--- config.mk ---
export PLATFORM = sky130hd
export DESIGN_NAME = cpu_program_loader
export DESIGN_NICKNAME = d
export VERILOG_FILES = /design/src/rtl/cpu_loader_pkg.sv /design/src/rtl/loader_csum_acc.sv /design/src/rtl/cpu_program_loader.sv
export SDC_FILE = /design/constraint.sdc
export NUM_CORES = 1
export LEC_CHECK = 0
export CAP_MARGIN = 20
export CORE_UTILIZATION = 35
export CTS_CLUSTER_SIZE = 12
export DETAILED_ROUTE_END_ITERATION = 6
export GPL_TIMING_DRIVEN = 0
export PLACE_DENSITY = 0.56
export SETUP_SLACK_MARGIN = 0.3
export SLEW_MARGIN = 10
export SYNTH_ARGS = -nofsm -noshare
export SYNTH_HDL_FRONTEND = slang
export SYNTH_HIERARCHICAL = 1
export SYNTH_SLANG_ARGS = --single-unit
--- constraint.sdc ---
create_clock -name clk -period 7.3 [get_ports clk]
set_input_delay 1.095 -clock clk [delete_from_list [all_inputs] [get_ports clk]]
set_output_delay 1.095 -clock clk [all_outputs]
set_load 0.01 [all_outputs]
--- src/rtl/cpu_loader_pkg.sv ---
// Shared definitions for the cpu program loader: header opcodes, header field
// positions and the loader FSM state encoding.
package cpu_loader_pkg;

    // Header opcode, carried in the two most significant bits of a header word
    localparam logic [1:0] OP_LOAD_IMEM = 2'b00;
    localparam logic [1:0] OP_LOAD_DMEM = 2'b01;
    localparam logic [1:0] OP_START     = 2'b10;
    localparam logic [1:0] OP_STOP      = 2'b11;

    // Header field positions; the word count occupies [CNT_W-1:0] and the
    // reserved field runs from HDR_RSVD_HI down to CNT_W
    localparam int HDR_OP_HI   = 31;
    localparam int HDR_OP_LO   = 30;
    localparam int HDR_RSVD_HI = 29;

    typedef enum logic [1:0] {
        S_HDR  = 2'd0,
        S_BASE = 2'd1,
        S_DATA = 2'd2,
        S_CSUM = 2'd3
    } state_e;

    // Both LOAD opcodes have a zero MSB
    function automatic logic is_load_op(input logic [1:0] op);
        return (op[1] == 1'b0);
    endfunction

endpackage

--- src/rtl/loader_csum_acc.sv ---
// Running checksum for one loader segment. Cleared at each LOAD header, adds
// every payload word, and flags a mismatch when the closing word C does not
// bring the sum to zero modulo 2^DATA_W.
module loader_csum_acc #(
    parameter int DATA_W = 32
) (
    input  logic              clk,
    input  logic              arst,
    input  logic              clr_i,
    input  logic              acc_i,
    input  logic [DATA_W-1:0] data_i,
    output logic              mismatch_o
);

    logic [DATA_W-1:0] sum_q;
    logic [DATA_W-1:0] sum_d;

    // Next running sum: clear wins over accumulate
    always_comb begin
        sum_d = sum_q;
        if (clr_i) begin
            sum_d = '0;
        end else if (acc_i) begin
            sum_d = sum_q + data_i;
        end
    end

    // Running sum register
    always_ff @(posedge clk or posedge arst) begin
        if (arst) begin
            sum_q <= '0;
        end else begin
            sum_q <= sum_d;
        end
    end

    // A valid segment has sum(payload) + C == 0; data_i carries C when checked
    assign mismatch_o = ((sum_q + data_i) != '0);

endmodule

--- src/rtl/cpu_program_loader.sv ---
// Boot/host loader in front of the cpu. Parses a valid/ready word stream of
// headers, base addresses and payload words, writes payloads into instruction
// or data memory through registered write ports, and gates the cpu enable.
// Optional feature macro: LOADER_CHECKSUM_EN adds a trailing checksum word per
// segment (S_CSUM state and loader_csum_acc instance).
module cpu_program_loader
    import cpu_loader_pkg::*;
#(
    parameter int DATA_W    = 32,
    parameter int CNT_W     = 16,
    parameter int ADDR_STEP = 4
) (
    input  logic              clk,
    input  logic              arst,
    input  logic              s_valid,
    output logic              s_ready,
    input  logic [DATA_W-1:0] s_data,
    output logic [31:0]       imem_addr,
    output logic              imem_wen,
    output logic [DATA_W-1:0] imem_wdata,
    output logic [31:0]       dmem_addr,
    output logic              dmem_wen,
    output logic [DATA_W-1:0] dmem_wdata,
    output logic              cpu_enable,
    output logic              busy,
    output logic              err,
    output logic [CNT_W-1:0]  words_loaded
);

`ifdef LOADER_CHECKSUM_EN
    localparam state_e SEG_END = S_CSUM;
`else
    localparam state_e SEG_END = S_HDR;
`endif

    state_e            state_q, state_d;
    logic              s_ready_q;
    logic              sel_dmem_q, sel_dmem_d;
    logic [31:0]       addr_q, addr_d;
    logic [CNT_W-1:0]  remain_q, remain_d;
    logic [CNT_W-1:0]  words_q, words_d;
    logic              cpu_en_q, cpu_en_d;
    logic              err_q, err_d;
    logic [31:0]       imem_addr_q, imem_addr_d;
    logic              imem_wen_q, imem_wen_d;
    logic [DATA_W-1:0] imem_wdata_q, imem_wdata_d;
    logic [31:0]       dmem_addr_q, dmem_addr_d;
    logic              dmem_wen_q, dmem_wen_d;
    logic [DATA_W-1:0] dmem_wdata_q, dmem_wdata_d;

    logic              xfer;
    logic              load_hdr;
    logic              rsvd_hit;
    logic [1:0]        hdr_op;
    logic [CNT_W-1:0]  hdr_cnt;

    assign xfer     = s_valid & s_ready_q;
    assign hdr_op   = s_data[HDR_OP_HI:HDR_OP_LO];
    assign hdr_cnt  = s_data[CNT_W-1:0];
    assign rsvd_hit = |s_data[HDR_RSVD_HI:CNT_W];
    assign load_hdr = xfer && (state_q == S_HDR) && is_load_op(hdr_op);

`ifdef LOADER_CHECKSUM_EN
    logic csum_bad;

    loader_csum_acc #(
        .DATA_W (DATA_W)
    ) u_csum (
        .clk        (clk),
        .arst       (arst),
        .clr_i      (load_hdr),
        .acc_i      (xfer && (state_q == S_DATA)),
        .data_i     (s_data),
        .mismatch_o (csum_bad)
    );
`endif

    // Next-state, write-port and status decode for the loader FSM
    always_comb begin
        // NOTE: every _d gets a default before the case so no path leaves it unassigned (no latches).
        state_d      = state_q;
        sel_dmem_d   = sel_dmem_q;
        addr_d       = addr_q;
        remain_d     = remain_q;
        words_d      = words_q;
        cpu_en_d     = cpu_en_q;
        err_d        = err_q;
        imem_addr_d  = imem_addr_q;
        imem_wen_d   = 1'b0;
        imem_wdata_d = imem_wdata_q;
        dmem_addr_d  = dmem_addr_q;
        dmem_wen_d   = 1'b0;
        dmem_wdata_d = dmem_wdata_q;

        case (state_q)
            S_HDR: begin
                if (xfer) begin
                    case (hdr_op)
                        OP_LOAD_IMEM, OP_LOAD_DMEM: begin
                            state_d    = S_BASE;
                            sel_dmem_d = (hdr_op == OP_LOAD_DMEM);
                            remain_d   = hdr_cnt;
                            words_d    = '0;
                            cpu_en_d   = 1'b0;
                        end
                        OP_START: begin
                            if (!err_q) begin
                                cpu_en_d = 1'b1;
                            end
                        end
                        default: begin
                            cpu_en_d = 1'b0;
                            err_d    = 1'b0;
                        end
                    endcase
                    // Reserved bits flag an error but the header still executes
                    if (rsvd_hit) begin
                        err_d = 1'b1;
                    end
                end
            end
            S_BASE: begin
                if (xfer) begin
                    addr_d  = s_data[31:0];
                    state_d = (remain_q == '0) ? SEG_END : S_DATA;
                end
            end
            S_DATA: begin
                if (xfer) begin
                    if (sel_dmem_q) begin
                        dmem_wen_d   = 1'b1;
                        dmem_addr_d  = addr_q;
                        dmem_wdata_d = s_data;
                    end else begin
                        imem_wen_d   = 1'b1;
                        imem_addr_d  = addr_q;
                        imem_wdata_d = s_data;
                    end
                    addr_d   = addr_q + 32'(ADDR_STEP);
                    remain_d = remain_q - CNT_W'(1);
                    words_d  = (&words_q) ? words_q : words_q + CNT_W'(1);
                    if (remain_q == CNT_W'(1)) begin
                        state_d = SEG_END;
                    end
                end
            end
            S_CSUM: begin
`ifdef LOADER_CHECKSUM_EN
                if (xfer) begin
                    if (csum_bad) begin
                        err_d = 1'b1;
                    end
                    state_d = S_HDR;
                end
`else
                state_d = S_HDR;
`endif
            end
            default: state_d = S_HDR;
        endcase
    end

    // State and output registers; reset abandons any partial load
    always_ff @(posedge clk or posedge arst) begin
        if (arst) begin
            state_q      <= S_HDR;
            s_ready_q    <= 1'b0;
            sel_dmem_q   <= 1'b0;
            addr_q       <= '0;
            remain_q     <= '0;
            words_q      <= '0;
            cpu_en_q     <= 1'b0;
            err_q        <= 1'b0;
            imem_addr_q  <= '0;
            imem_wen_q   <= 1'b0;
            imem_wdata_q <= '0;
            dmem_addr_q  <= '0;
            dmem_wen_q   <= 1'b0;
            dmem_wdata_q <= '0;
        end else begin
            // NOTE: non-blocking so every register samples the pre-edge values.
            state_q      <= state_d;
            s_ready_q    <= 1'b1;
            sel_dmem_q   <= sel_dmem_d;
            addr_q       <= addr_d;
            remain_q     <= remain_d;
            words_q      <= words_d;
            cpu_en_q     <= cpu_en_d;
            err_q        <= err_d;
            imem_addr_q  <= imem_addr_d;
            imem_wen_q   <= imem_wen_d;
            imem_wdata_q <= imem_wdata_d;
            dmem_addr_q  <= dmem_addr_d;
            dmem_wen_q   <= dmem_wen_d;
            dmem_wdata_q <= dmem_wdata_d;
        end
    end

    assign s_ready      = s_ready_q;
    assign imem_addr    = imem_addr_q;
    assign imem_wen     = imem_wen_q;
    assign imem_wdata   = imem_wdata_q;
    assign dmem_addr    = dmem_addr_q;
    assign dmem_wen     = dmem_wen_q;
    assign dmem_wdata   = dmem_wdata_q;
    // A LOAD header halts the cpu in the very cycle it is accepted
    assign cpu_enable   = cpu_en_q & ~load_hdr;
    assign busy         = (state_q != S_HDR);
    assign err          = err_q;
    assign words_loaded = words_q;

endmodule

==> flow_summary_export.csv <==
group,metric,value,unit
routing,drt_iter0_markers,483,
die,rows,58,
routing,drc_errors,0,
routing,post_drt_wl_per_cell,19.94,µm
setup_path,path_max_fanout,9,
routing,ant_nets,0,
finish,design_area,11800,µm²
placed_design,dp.cells,1297,
placed_design,gp_congestion,0.7991,
placed_design,dp_slack,2.556,ns
finish,area_delta_synth_final,31.80,%
power,pwr-share-seq,0.465,
min_path,hold-path-cell-count,1,
sta,hold_viol,0,
routing,wirelength,26500,µm
setup_path,path_class,"in2out",
power,p_int,2106,µW
finish,final_cells,1329,
power,p_per_area,260.5,nW/µm²
clock_network,cts_made_buffers,17,
grt,top_usage_layer,"met2",
min_path,min_from,"dmem_addr[22]$_DFFE_PP0P_",
die,start_util,0.3564,
sta,rsz0062_at_grt,"false",
grt,grt_use_total,0.2095,
finish,layout_commonest_cell,"dfrtp_1",
sta,worst_slew_pin_slew,0.8386,ns
placed_design,placed_area,11250,µm²
power,switchingPower,967.2,µW
grt,met2_usage,0.3268,
sta,worst_hold_slack,0.5042,ns
die,die_width,161.9,µm
clock_network,cts_max_level,4,
grt,grt_max_degree,109,
sta,finalSetupViolations,0,
routing,vias,7174,
sta,fin_skew,0.007247,ns
finish,final_cell_mix,"dfrtp_1 (200), clkdlybuf4s50_1 (183), mux2_2 (126)",
setup_path,cp_data_required_time,6.20,ns
min_path,min_to,"dmem_addr[22]$_DFFE_PP0P_",
grt,grt_pass1_vias,6899,
sta,max_freq,208.5,MHz
synth,async_flop_share,1.000,
clock_network,cts-resized-gates,0,
synth,synthCells,781,
sta,setup_ws,2.503,ns
placed_design,numPortBuffers,183,
die,die-area,26210,µm²
power,p_clk_frac,0.294,
synth,syn_area_per_cell,11.46,µm²
setup_path,reg2reg_slack,4.35,ns
clock_network,cts_sinks,200,
synth,synthesis.nets,820,
sta,min_period,4.797,ns
power,total_power,3073,µW
die,die_h,161.9,µm
setup_path,worstSetupEndpointType,"output pin",
power,ir_worst_vdd,140.9,µV
synth,ys.flop_type,"dfrtp_1",
setup_path,reg2regPathDepth,7,
setup_path,arrival,3.70,ns
sta,post-route-period-util,0.6571,
clock_network,worstSkewPairLatency,0.44,ns
power,power.leakage,0.005030,µW
synth,synth_edf_count,0,
finish,drive_gt1_frac,0.1742,
sta,slew_headroom,0.4409,
synth,netlist-cell-type-count,62,
synth,seq_area_frac_synth,0.5592,
die,core_area,25110,µm²
power,combPwrFrac,0.241,
flow_run,cap_violations,0,
clock_network,cts_tree,"done",
setup_path,reg2reg_to,"dmem_wdata[9]$_DFFE_PP0P_",
clock_network,cts_root_buf,"clkbuf_16",
grt,overflow,0,
setup_path,crit_path_start_kind,"primary input",
synth,netlist_area,8950,µm²
min_path,hp-class,"reg2reg",
routing,avgViaCountPerCell,5.398,
synth,ys_ff_latch,200,
finish,n_antenna_cell,0,
routing,drtPass1Iterations,5,
finish,fin_nets,1025,
sta,drv_slew,0,
grt,use_met3,0.05082,
synth,synth_warnings,6,
power,switching_share,0.3147,
grt,grt.met1_usage,0.2925,
outcome,status,"finished, final reports clean",
clock_network,cts_setup_buffers,0,
grt,grt_pass1_wl,41930,µm
clock_network,clk_pin_slew,0.07,ns
placed_design,post-dp-hpwl,18350,µm
clock_network,cts_hold_buf,0,
grt,antenna_found_initial,0,
die,ios,185,
setup_path,r2r_start,"s_ready$_DFF_PP0_",
clock_network,clock_path_buffers,2,
## metal layers
| layer | vias to the layer above | wire (µm) |
|---|---|---|
| met1 | 3647 | 12130 |
| li1 | 3276 | - |
| met3 | 24 | 1722 |
| met2 | 227 | 12380 |
| met5 | - | 0 |
| met4 | 0 | 264 |
## worst max-delay path, cell delays in order
cell and delay [ns]:
clkdlybuf4s50_1 0.65, nor2b_1 0.28, or3_1 0.31, clkbuf_1 0.24, nor2_1 0.50, nor2b_1 0.10, clkdlybuf4s50_1 0.52
## state kept, by name, indices dropped and copies added (netlist names)
signal        flops
err               1
addr_q           32
state_q           2
sel_dmem_q        1
imem_wen          1
cpu_en_q          1
dmem_addr        32
imem_wdata       32
remain_q         16
dmem_wdata       32
dmem_wen          1
words_loaded     16
imem_addr        32
s_ready           1
## synthesized netlist by cell type (3+ instances only)
library cell	number	share of area
or2_2	4	0.0028
a311oi_1	13	0.013
o21ai_0	37	0.021
nor2_1	41	0.017
and3_1	13	0.0091
or3_1	8	0.0056
buf_2	3	0.0017
a21oi_1	42	0.023
nand3_1	25	0.014
nand3b_1	3	0.0025
a22oi_1	3	0.0025
o22a_1	4	0.0039
and4b_1	3	0.0034
inv_1	14	0.0059
a2bb2oi_1	4	0.0039
ha_1	4	0.0056
nor3_1	12	0.0067
clkbuf_1	37	0.016
o22ai_1	13	0.0091
and4_1	7	0.0069
nand2b_1	3	0.0021
nor2b_1	4	0.0028
nor4_1	13	0.0091
buf_1	10	0.0042
o31ai_1	3	0.0025
a211oi_1	4	0.0034
xor2_1	6	0.0059
or4_1	7	0.0059
nand2_1	58	0.024
nand4_1	15	0.010
a31oi_1	7	0.0049
mux2_2	126	0.16
dfrtp_1	200	0.56
## power groups by stage
stage | sequential (µW) | combinational (µW) | clock (µW)
global placement | 1450 | 733 | 0
global route | 1460 | 810 | 965
finish | 1430 | 739 | 903
detailed placement | 1450 | 743 | 0
CTS | 1430 | 747 | 929
floorplan | 1460 | 349 | 0
## per-stage QoR
stage	setup TNS [ns]	util
final	0	0.4698
after detailed placement	0	0.4481
after CTS	0	0.4698
after global routing	0	0.4698
after floorplan	0	-
after global placement	-477.03	0.4458
## layout make-up
class / instances / area, µm²
Clock inverter: 14 / 116.4
Timing Repair Buffer: 186 / 1881
Fill cell: 2398 / 13310
Sequential cell: 200 / 5005
Clock buffer: 18 / 429.2
Buffer: 50 / 191.4
Multi-Input combinational cell: 517 / 3701
Inverter: 14 / 60.06
Tap cell: 330 / 412.9
## kinds of logic after synthesis
group | count (synthesis) | share of synthesized area
mux | 127 | 0.1597
xor+xnor | 8 | 0.007829
other cells | 1 | 0.0004190
buf+inv | 64 | 0.02726
fa+ha+maj | 4 | 0.005592
simple gates | 223 | 0.1295
compound gates | 154 | 0.1106
flops | 200 | 0.5592
## worst max path at each step
stage	slack, ns	end	start	cells past startpoint
floorplan	0.75	addr_q[0]$_DFFE_PP0P_	arst	1
detailed placement	2.56	cpu_enable	s_data[31]	7
finish	2.50	cpu_enable	s_data[31]	7
global route	2.39	cpu_enable	s_data[31]	7
CTS	2.54	cpu_enable	s_data[31]	7
global placement	-2.41	imem_wdata[27]$_DFFE_PP0P_	arst	2
Note: power is estimated with default switching activity, not from simulation.
